==> src/rtl/sc_fir_pkg.sv <==
// Shared constants, types and FSM encoding for the stochastic-computing FIR engine.
// Build option SC_FIR_BIPOLAR_OUT_EN widens the window result to a signed bipolar value.
package sc_fir_pkg;

    localparam int N_DEF    = 12;
    localparam int TAPS_DEF = 39;
    localparam int WINDOW   = 2 ** N_DEF;

`ifdef SC_FIR_BIPOLAR_OUT_EN
    localparam int OUT_EXTRA = 1;
`else
    localparam int OUT_EXTRA = 0;
`endif

    typedef enum logic [1:0] {
        IDLE,
        RUN,
        DONE
    } state_t;

    typedef logic [N_DEF:0] sample_t;
    typedef logic [N_DEF:0] cdf_t;

endpackage

==> src/rtl/sc_fir_engine_if.sv <==
// Configuration, sample and result bundle of the SC FIR engine.
// The result width grows by one bit when SC_FIR_BIPOLAR_OUT_EN is defined.
interface sc_fir_engine_if #(
    parameter int N    = sc_fir_pkg::N_DEF,
    parameter int TAPS = sc_fir_pkg::TAPS_DEF,
    parameter int AW   = $clog2(TAPS)
);

    logic                               cfg_we;
    logic [AW-1:0]                      cfg_addr;
    logic [N:0]                         cfg_cdf;
    logic                               cfg_sign;
    logic [TAPS-1:0][N:0]               in;
    logic                               start;
    logic                               ready;
    logic [N-1:0]                       R_y;
    logic [N-1:0]                       R_s;
    logic [N+sc_fir_pkg::OUT_EXTRA:0]   out;
    logic                               out_valid;
    logic                               busy;

    modport master (
        output cfg_we, cfg_addr, cfg_cdf, cfg_sign, in, start, R_y, R_s,
        input  ready, out, out_valid, busy
    );

    modport slave (
        input  cfg_we, cfg_addr, cfg_cdf, cfg_sign, in, start, R_y, R_s,
        output ready, out, out_valid, busy
    );

endinterface

==> src/rtl/sc_cdf_select.sv <==
// Priority comparator: picks the lowest table entry whose cumulative bound exceeds R_s.
// Falls back to the last tap when nothing matches, so a malformed table still yields a valid index.
module sc_cdf_select #(
    parameter int N    = 12,
    parameter int TAPS = 39,
    parameter int AW   = $clog2(TAPS)
) (
    input  logic [N-1:0]          rs,
    input  logic [TAPS-1:0][N:0]  cdf,
    output logic [AW-1:0]         sel
);

    // Scanning from the top down lets the lowest matching index win.
    always_comb begin
        sel = AW'(TAPS - 1);
        for (int i = TAPS - 1; i >= 0; i--) begin
            if ({1'b0, rs} < cdf[i]) begin
                sel = AW'(i);
            end
        end
    end

endmodule

==> src/rtl/sc_fir_engine.sv <==
// Stochastic-computing FIR engine: one ones-count per 2^N-cycle window over TAPS signed taps.
// SC_FIR_BIPOLAR_OUT_EN selects the bipolar decode 2*acc - 2^N for the result.
module sc_fir_engine
    import sc_fir_pkg::*;
#(
    parameter int N    = N_DEF,
    parameter int TAPS = TAPS_DEF,
    parameter int AW   = $clog2(TAPS)
) (
    input  logic           clock,
    input  logic           reset_n,
    sc_fir_engine_if.slave bus
);

    localparam logic [N:0] FULL = {1'b1, {N{1'b0}}};

    state_t               state;
    logic [N:0]           acc;
    logic [N-1:0]         cnt;
    logic [TAPS-1:0][N:0] x;
    logic [TAPS-1:0][N:0] cdf;
    logic [TAPS-1:0]      sign;
    logic [TAPS-1:0]      bits;
    logic [AW-1:0]        sel;
    logic [N+OUT_EXTRA:0] result;

    always_comb begin
        bits = '0;
        for (int i = 0; i < TAPS; i++) begin
            bits[i] = (x[i] > {1'b0, bus.R_y}) ^ sign[i];
        end
    end

    sc_cdf_select #(
        .N    (N),
        .TAPS (TAPS),
        .AW   (AW)
    ) u_select (
        .rs  (bus.R_s),
        .cdf (cdf),
        .sel (sel)
    );

`ifdef SC_FIR_BIPOLAR_OUT_EN
    assign result = {acc, 1'b0} - {2'b01, {N{1'b0}}};
`else
    assign result = acc;
`endif

    // The table is only writable while idle, so it stays frozen for the whole window.
    always_ff @(posedge clock) begin
        if (!reset_n) begin
            state         <= IDLE;
            acc           <= '0;
            cnt           <= '0;
            x             <= '0;
            cdf           <= {TAPS{FULL}};
            sign          <= '0;
            bus.out       <= '0;
            bus.out_valid <= 1'b0;
            bus.busy      <= 1'b0;
            bus.ready     <= 1'b1;
        end else begin
            bus.out_valid <= 1'b0;
            case (state)
                IDLE: begin
                    if (bus.cfg_we && (int'(bus.cfg_addr) < TAPS)) begin
                        cdf[bus.cfg_addr]  <= bus.cfg_cdf;
                        sign[bus.cfg_addr] <= bus.cfg_sign;
                    end
                    if (bus.start) begin
                        x         <= bus.in;
                        acc       <= '0;
                        cnt       <= '0;
                        bus.busy  <= 1'b1;
                        bus.ready <= 1'b0;
                        state     <= RUN;
                    end
                end
                RUN: begin
                    acc <= acc + {{N{1'b0}}, bits[sel]};
                    cnt <= cnt + N'(1);
                    if (cnt == {N{1'b1}}) begin
                        state <= DONE;
                    end
                end
                DONE: begin
                    bus.out       <= result;
                    bus.out_valid <= 1'b1;
                    bus.busy      <= 1'b0;
                    bus.ready     <= 1'b1;
                    state         <= IDLE;
                end
                default: begin
                    state <= IDLE;
                end
            endcase
        end
    end

endmodule
==> src/flat_wrapper.sv <==
// flat-port wrapper written by rule: the top's interface ports become plain ports
module sc_fir_engine_flat import sc_fir_pkg::*;
#(
    parameter int N    = N_DEF,
    parameter int TAPS = TAPS_DEF,
    parameter int AW   = $clog2(TAPS)
)
  (clock, reset_n, bus_cfg_we, bus_cfg_addr, bus_cfg_cdf, bus_cfg_sign, bus_in, bus_start, bus_R_y, bus_R_s, bus_ready, bus_out, bus_out_valid, bus_busy);
  sc_fir_engine_if #(.N(N), .TAPS(TAPS), .AW(AW)) bus_i ();
  input  logic clock;
  input  logic reset_n;
  input wire logic [$bits(bus_i.cfg_we)-1:0] bus_cfg_we;
  input wire logic [$bits(bus_i.cfg_addr)-1:0] bus_cfg_addr;
  input wire logic [$bits(bus_i.cfg_cdf)-1:0] bus_cfg_cdf;
  input wire logic [$bits(bus_i.cfg_sign)-1:0] bus_cfg_sign;
  input wire logic [$bits(bus_i.in)-1:0] bus_in;
  input wire logic [$bits(bus_i.start)-1:0] bus_start;
  input wire logic [$bits(bus_i.R_y)-1:0] bus_R_y;
  input wire logic [$bits(bus_i.R_s)-1:0] bus_R_s;
  output wire logic [$bits(bus_i.ready)-1:0] bus_ready;
  output wire logic [$bits(bus_i.out)-1:0] bus_out;
  output wire logic [$bits(bus_i.out_valid)-1:0] bus_out_valid;
  output wire logic [$bits(bus_i.busy)-1:0] bus_busy;
  assign bus_i.cfg_we = bus_cfg_we;
  assign bus_i.cfg_addr = bus_cfg_addr;
  assign bus_i.cfg_cdf = bus_cfg_cdf;
  assign bus_i.cfg_sign = bus_cfg_sign;
  assign bus_i.in = bus_in;
  assign bus_i.start = bus_start;
  assign bus_i.R_y = bus_R_y;
  assign bus_i.R_s = bus_R_s;
  assign bus_ready = bus_i.ready;
  assign bus_out = bus_i.out;
  assign bus_out_valid = bus_i.out_valid;
  assign bus_busy = bus_i.busy;
  sc_fir_engine #(.N(N), .TAPS(TAPS), .AW(AW)) u_core (.clock(clock), .reset_n(reset_n), .bus(bus_i));
endmodule
==> config.mk <==
export PLATFORM = sky130hd
export DESIGN_NAME = sc_fir_engine_flat
export DESIGN_NICKNAME = d
export VERILOG_FILES = /design/src/rtl/sc_fir_pkg.sv /design/src/rtl/sc_fir_engine_if.sv /design/src/rtl/sc_cdf_select.sv /design/src/rtl/sc_fir_engine.sv /design/src/flat_wrapper.sv
export SDC_FILE = /design/constraint.sdc
export NUM_CORES = 2
export LEC_CHECK = 0
export BUFFER_PORTS_ARGS = -buffer_cell sky130_fd_sc_hd__buf_2
export CAP_MARGIN = 15
export CORE_AREA = 2 2 369 371
export CTS_BUF_LIST = sky130_fd_sc_hd__clkbuf_4 sky130_fd_sc_hd__clkbuf_8
export DETAILED_ROUTE_END_ITERATION = 8
export DIE_AREA = 0 0 371 373
export SLEW_MARGIN = 20
export SYNTH_ARGS = -nofsm -noshare
export SYNTH_HDL_FRONTEND = slang
export SYNTH_SLANG_ARGS = --single-unit
==> constraint.sdc <==
create_clock -name clock -period 10.18 [get_ports clock]
set_input_delay 2.036 -clock clock [delete_from_list [all_inputs] [get_ports clock]]
set_output_delay 2.036 -clock clock [all_outputs]
set_load 0.01 [all_outputs]
Word level (Yosys, flattened, before mapping)
Cells that the tools add are included.
{"block": "totals", "regBits": 1096, "out_inout_bits": 16, "elab_cells": 281}
{"block": "op_classes", "addsub": 2, "magnitude_cmp": 81, "eq_ne": 5, "muxes": 58, "n_bitwise": 39, "reduce_logical": 10}
{"operator": "$bwmux W507", "count": 1}
{"operator": "$gt A13 B12 Y1", "count": 39}
{"operator": "$lt A12 B13 Y1", "count": 38}
{"operator": "$mux W6", "count": 37}
{"operator": "$demux W13 S6", "count": 1}
{"operator": "$bwmux W39", "count": 1}
{"operator": "$xor A1 B1 Y1", "count": 39}
{"operator": "$mux W13", "count": 2}
{"operator": "$pmux W13 S2", "count": 1}
{"operator": "$pmux W12 S2", "count": 1}
{"operator": "$lt A6 B7 Y1 const B", "count": 2}
{"operator": "$add A13 B1 Y13", "count": 1}
{"operator": "$add A12 B1 Y12 const B", "count": 1}
{"operator": "$eq A12 B12 Y1 const B", "count": 1}
{"operator": "$mux W12", "count": 1}
{"operator": "$reduce_and A2 Y1", "count": 5}
{"operator": "$bmux W1 S6", "count": 1}
{"operator": "$demux W1 S6", "count": 1}
{"operator": "$ge A6 B1 Y1 const B", "count": 1}
{"operator": "$lt A6 B6 Y1 const B", "count": 1}
{"operator": "$mux W2", "count": 3}
{"operator": "$mux W1", "count": 5}
{"operator": "$pmux W1 S2", "count": 2}
{"operator": "$pmux W2 S2", "count": 1}
{"operator": "other kinds (7)", "count": 9}

Logic depth before layout (Yosys ltp)
{"block": "depth", "ltp_word": 43, "mapped_depth": 24, "mapped_depth_nobuf": 23}

Modules after synthesis
A second synthesis with hierarchy kept.
{"block": "unflattened", "cells_unflattened": 7931, "hier_area_um2": 60694.5}
{"module": "sc_fir_engine", "n_inst": 1, "cells_per_inst": 6363, "area_each_um2": 49497.5, "seq_area_each_um2": 21941.0}
{"module": "sc_cdf_select", "n_inst": 1, "cells_per_inst": 1568, "area_each_um2": 11197.0, "seq_area_each_um2": 0.0}

Worst setup path before layout
Ideal clock, no wire load.
{"block": "synth_timing", "path_kind": "input port to flip-flop", "from": "input bus_R_s[8]", "to": "register u_core.acc[9]", "setup_time_ps": 70, "t_arrival_ps": 6229, "required_time_ps": 10110, "path_slack_ps": 3880, "path_stages": 20, "n_path_buf": 0, "path_cell_list": "ha_1 > o21ai_0 > nor3_1 > or4b_1 > a41oi_2 > a21bo_1 > nand2_1 > or4b_1 > a2111o_1 > and2_4 > mux2i_1 > o211ai_1 > a211oi_1 > nor4_1 > ha_1 > nand3_1 > nor3_1 > nand4_1 > or2_2 > a21oi_1"}
{"block": "synth_between", "elab_chain_len": 43, "word_cells_on_any_way": 80}
{"item": "from (decl)", "line": "flat_wrapper.sv:19", "rtl": "input wire logic [$bits(bus_i.R_s)-1:0] bus_R_s;"}
{"item": "$lt A12 B13 Y1", "line": "sc_cdf_select.sv:17", "rtl": "if ({1'b0, rs} < cdf[i]) begin"}
{"item": "$mux W2", "line": "sc_cdf_select.sv:17"}
{"item": "$mux W6 (36 in series)", "line": "sc_cdf_select.sv:17"}
{"item": "$mux W6 *", "line": "sc_cdf_select.sv:17"}
{"item": "$bmux W1 S6 *", "line": "sc_fir_engine.sv:81", "rtl": "acc <= acc + {{N{1'b0}}, bits[sel]};"}
{"item": "$mux W1 (not written as such) *", "line": "sc_fir_engine.sv:81"}
{"item": "$add A13 B1 Y13 *", "line": "sc_fir_engine.sv:81"}
{"item": "$pmux W13 S2 *", "line": "sc_fir_engine.sv:65", "rtl": "case (state)"}
{"item": "to (signal assigned)", "line": "sc_fir_engine.sv:81"}
{"item": "to (decl)", "line": "sc_fir_engine.sv:18", "rtl": "logic [N:0] acc;"}
Every way passes the cells marked *; elsewhere a longest branch is shown, timed or not. The select of a mux whose other input is x is not followed.
A chain may end at the register's enable or synchronous reset.

Final worst setup path
{"block": "layout_timing", "from": "input bus_R_s[5]", "to": "register u_core.acc[9]"}
Same word-level chain as after synthesis.

==> run metrics <==
run status completed; combinational share of power 0.133; pin count of the biggest net entering global routing roughly 210; Post-synth top cells 2271 x nand2_1, 1228 x a21oi_1, 1083 x dfxtp_1; vias in the first global route between 50000 and 60000; Int Pwr 7.42 mW; Max Freq 125 MHz; hold_ws 0.432 ns; area share of the leading cell type in the synthesized netlist 0.360; IO buf count 570; post-CTS setup buffer count 0; GP Congestion 0.925; global router's overall resource usage 0.297; die outline width roughly 370 um; crit path time final approximately 8 ns; final hold vios 0; WL/cell about 21 um; crit path from bus_R_s[5]; Seq/Total Area, Yosys 0.360; syn_nets about 9300; Layout area overhead 14.7%; crit-path max FO 21; clock power share 0.438; hold buffers post-CTS 0; Final setup viols 0; nets@finish slightly below 10000; I/O Pins between 500 and 600; CP Capture Type flip-flop; HP Class reg2reg; clock-pin slew on the worst setup and hold paths around 0.060 ns; Die H about 370 um; worst reg2reg path startpoint u_core.cdf[153]; worst endpoint required time 11.02 ns; R2R cell count 22; CP endpoint u_core.acc[9]; FF-to-FF setup slack about 3.6 ns; total routed wirelength 212000 um; Syn Inst Count about 7900; Post-synth ARST share 0; clk buf depth 3; CTS sink cnt around 1100; Synth Warn # 0; fin. max-slew vios 0; initial antenna violation count approximately 50; Slew headroom 0.211; Synth Register Bits 1083; Root Driver clkbuf_8; leading register cell type out of synthesis dfxtp_1; final core utilization 0.513; Slew @ Worst Pin about 1.2 ns; CP startpoint kind input port; layout cell share with drive strength beyond 1 0.125; Rows 135; syn avg cell area ~7.7 um^2; Peak VDD IR 114 uV; total gr overflow 0; P_sw between 2 and 3 mW; Final period util 0.788; critical path arrival a little under 9 ns; largest cells by area after synthesis dfxtp_1 36%, ha_1 18%, nand2_1 14%; Post-CTS Resized 0; Reg power frac 0.428; First-pass DRT Iterations 8; 1st-iter DRT viols roughly 4200; PD cells 150 mW/mm^2; final setup TNS 0 ns; most numerous cell in the Yosys netlist nand2_1; switching share of total power 0.286; Clock Skews around 0.056 ns; clock latency at the later pin of the worst-skew pair 0.95 ns; reg-to-reg endpoint u_core.acc[9]; CTS tree yes; total CTS buffers 196; ANT nets after route 0; H-tree Lvls 4; Yosys top cell by area dfxtp_1; Leak 27.8 nW; core area between 0.1 and 0.15 mm^2; Post-synth EDFFs 0; Syn Std Cell Area about 0.060 mm^2; Die ar. about 0.14 mm^2; Filler Cell Count approximately 13000; RSZ-0062 raised after global routing false; HPWL after DPL ~140000 um; initial core utilization 0.448; Vias between 50000 and 60000; Via density between 5 and 6; first-pass GRT wire length approximately 320000 um; Worst Path Class, Setup in2reg; DRC viols 0; Max Cap Violations 0; post-synth cell types slightly below 80
[how the worst min path moves through the flow]
stage | start | end | slack [ns] | depth (start not counted)
floorplan | u_core.cdf[299] | u_core.cdf[299] | 0.43 | 2
global placement | u_core.cdf[208] | u_core.cdf[208] | 0.44 | 2
detailed placement | u_core.cdf[455] | u_core.cdf[455] | 0.44 | 2
CTS | u_core.cnt[11] | u_core.state[1] | 0.44 | 2
global route | u_core.cnt[11] | u_core.state[1] | 0.45 | 2
finish | u_core.cnt[11] | u_core.state[1] | 0.43 | 2
[power groups by stage]
stage                     clock, mW  combinational [mW]  sequential, mW
after floorplan                   0               0.820            4.51
after global placement            0                1.34            4.54
after detailed placement          0                1.37            4.54
after CTS                      4.63                1.38            4.45
after global routing           4.82                1.54            4.46
final                          4.56                1.39            4.45
[through the flow]
stage	power [mW]	instances	setup WS [ns]	instance area, um^2
6_report	10.4	10300	2.16	69100
5_1_grt	10.8	10300	1.90	69100
4_1_cts	10.5	10300	2.40	69000
3_5_place_dp	5.91	9902	1.41	64700
3_3_place_gp	5.88	9902	1.43	64700
2_1_floorplan	5.33	7852	3.88	60200
[placed cells by master, fill, tap and decap left out, types with 26 or more instances in the layout]
master and instances:
nand2_1 2270, a21oi_1 1228, dfxtp_1 1083, ha_1 890, buf_2 570, inv_1 498, clkbuf_8 255, nor2_1 182
o21ai_0 179, nand3_1 155, o21a_1 98, a21o_1 92, buf_4 77, nor3_1 69, nand2b_1 66, clkbuf_4 61
nor2b_1 59, nand4_1 58, a211oi_1 52, diode_2 36, o211ai_1 36, a2111oi_0 31, nor4_1 29, and3_1 26
[cells by family (layout without fill, tap and decap cells)]
group	Yosys count	after routing	synth area share
AND/OR/NAND/NOR	3040	3040	0.211
AO/OA/AOI/OAI	1895	1895	0.181
flip-flops	1083	1083	0.360
buffers and inverters	897	1522	0.0560
adder cells (fa/ha/maj)	890	890	0.185
XOR/XNOR	32	32	0.00465
multiplexers	15	15	0.00249
other	0	36	0
[cell type report]
type	count	area [um^2]	share of cell area
clock inverters	40	385	0.00557
well taps	1781	2230	0.0322
diodes	36	90.1	0.00130
inverters	510	1920	0.0278
flip-flops and latches	1083	21700	0.314
repair buffers	656	3610	0.0522
multi-input cells	5872	35200	0.510
clock buffers	316	3970	0.0574
[sequential cells by signal, indices dropped and copies added, names as in the netlist]
signal	flops
u_core.state	2
u_core.cnt	12
u_core.cdf	494
u_core.x	507
u_core.bus.ready	1
u_core.bus.out	13
u_core.bus.out_valid	1
u_core.acc	13
u_core.sign	39
u_core.bus.busy	1
[per-layer routing]
| metal | share of wire | GRT usage | up-vias |
|---|---|---|---|
| met1 | 0.43 | 0.384 | 26700 |
| met4 | 0.045 | 0.135 | 26 |
| met3 | 0.059 | 0.0473 | 501 |
| met5 | 0.00070 | 0 | - |
| met2 | 0.46 | 0.485 | 1722 |
| li1 | - | - | 27700 |
[critical path, cell delays in order]
cell and delay [ns]:
buf_2 0.73, ha_1 0.28, and4_1 0.17, o21ai_0 0.08, or4_1 0.51, a311oi_1 0.76, o21ai_0 0.28, a21oi_1 0.21
nor3_1 0.08, o31ai_2 0.81, o311a_1 0.30, a21oi_1 0.05, o22ai_1 0.14, a2111oi_0 0.09, nor4_1 0.78, buf_4 0.28
ha_1 0.21, nand3_1 0.17, nor3_1 0.27, nand4_1 0.15, or2_2 0.30, a21oi_1 0.14
Power figures use the tool's default switching activity.
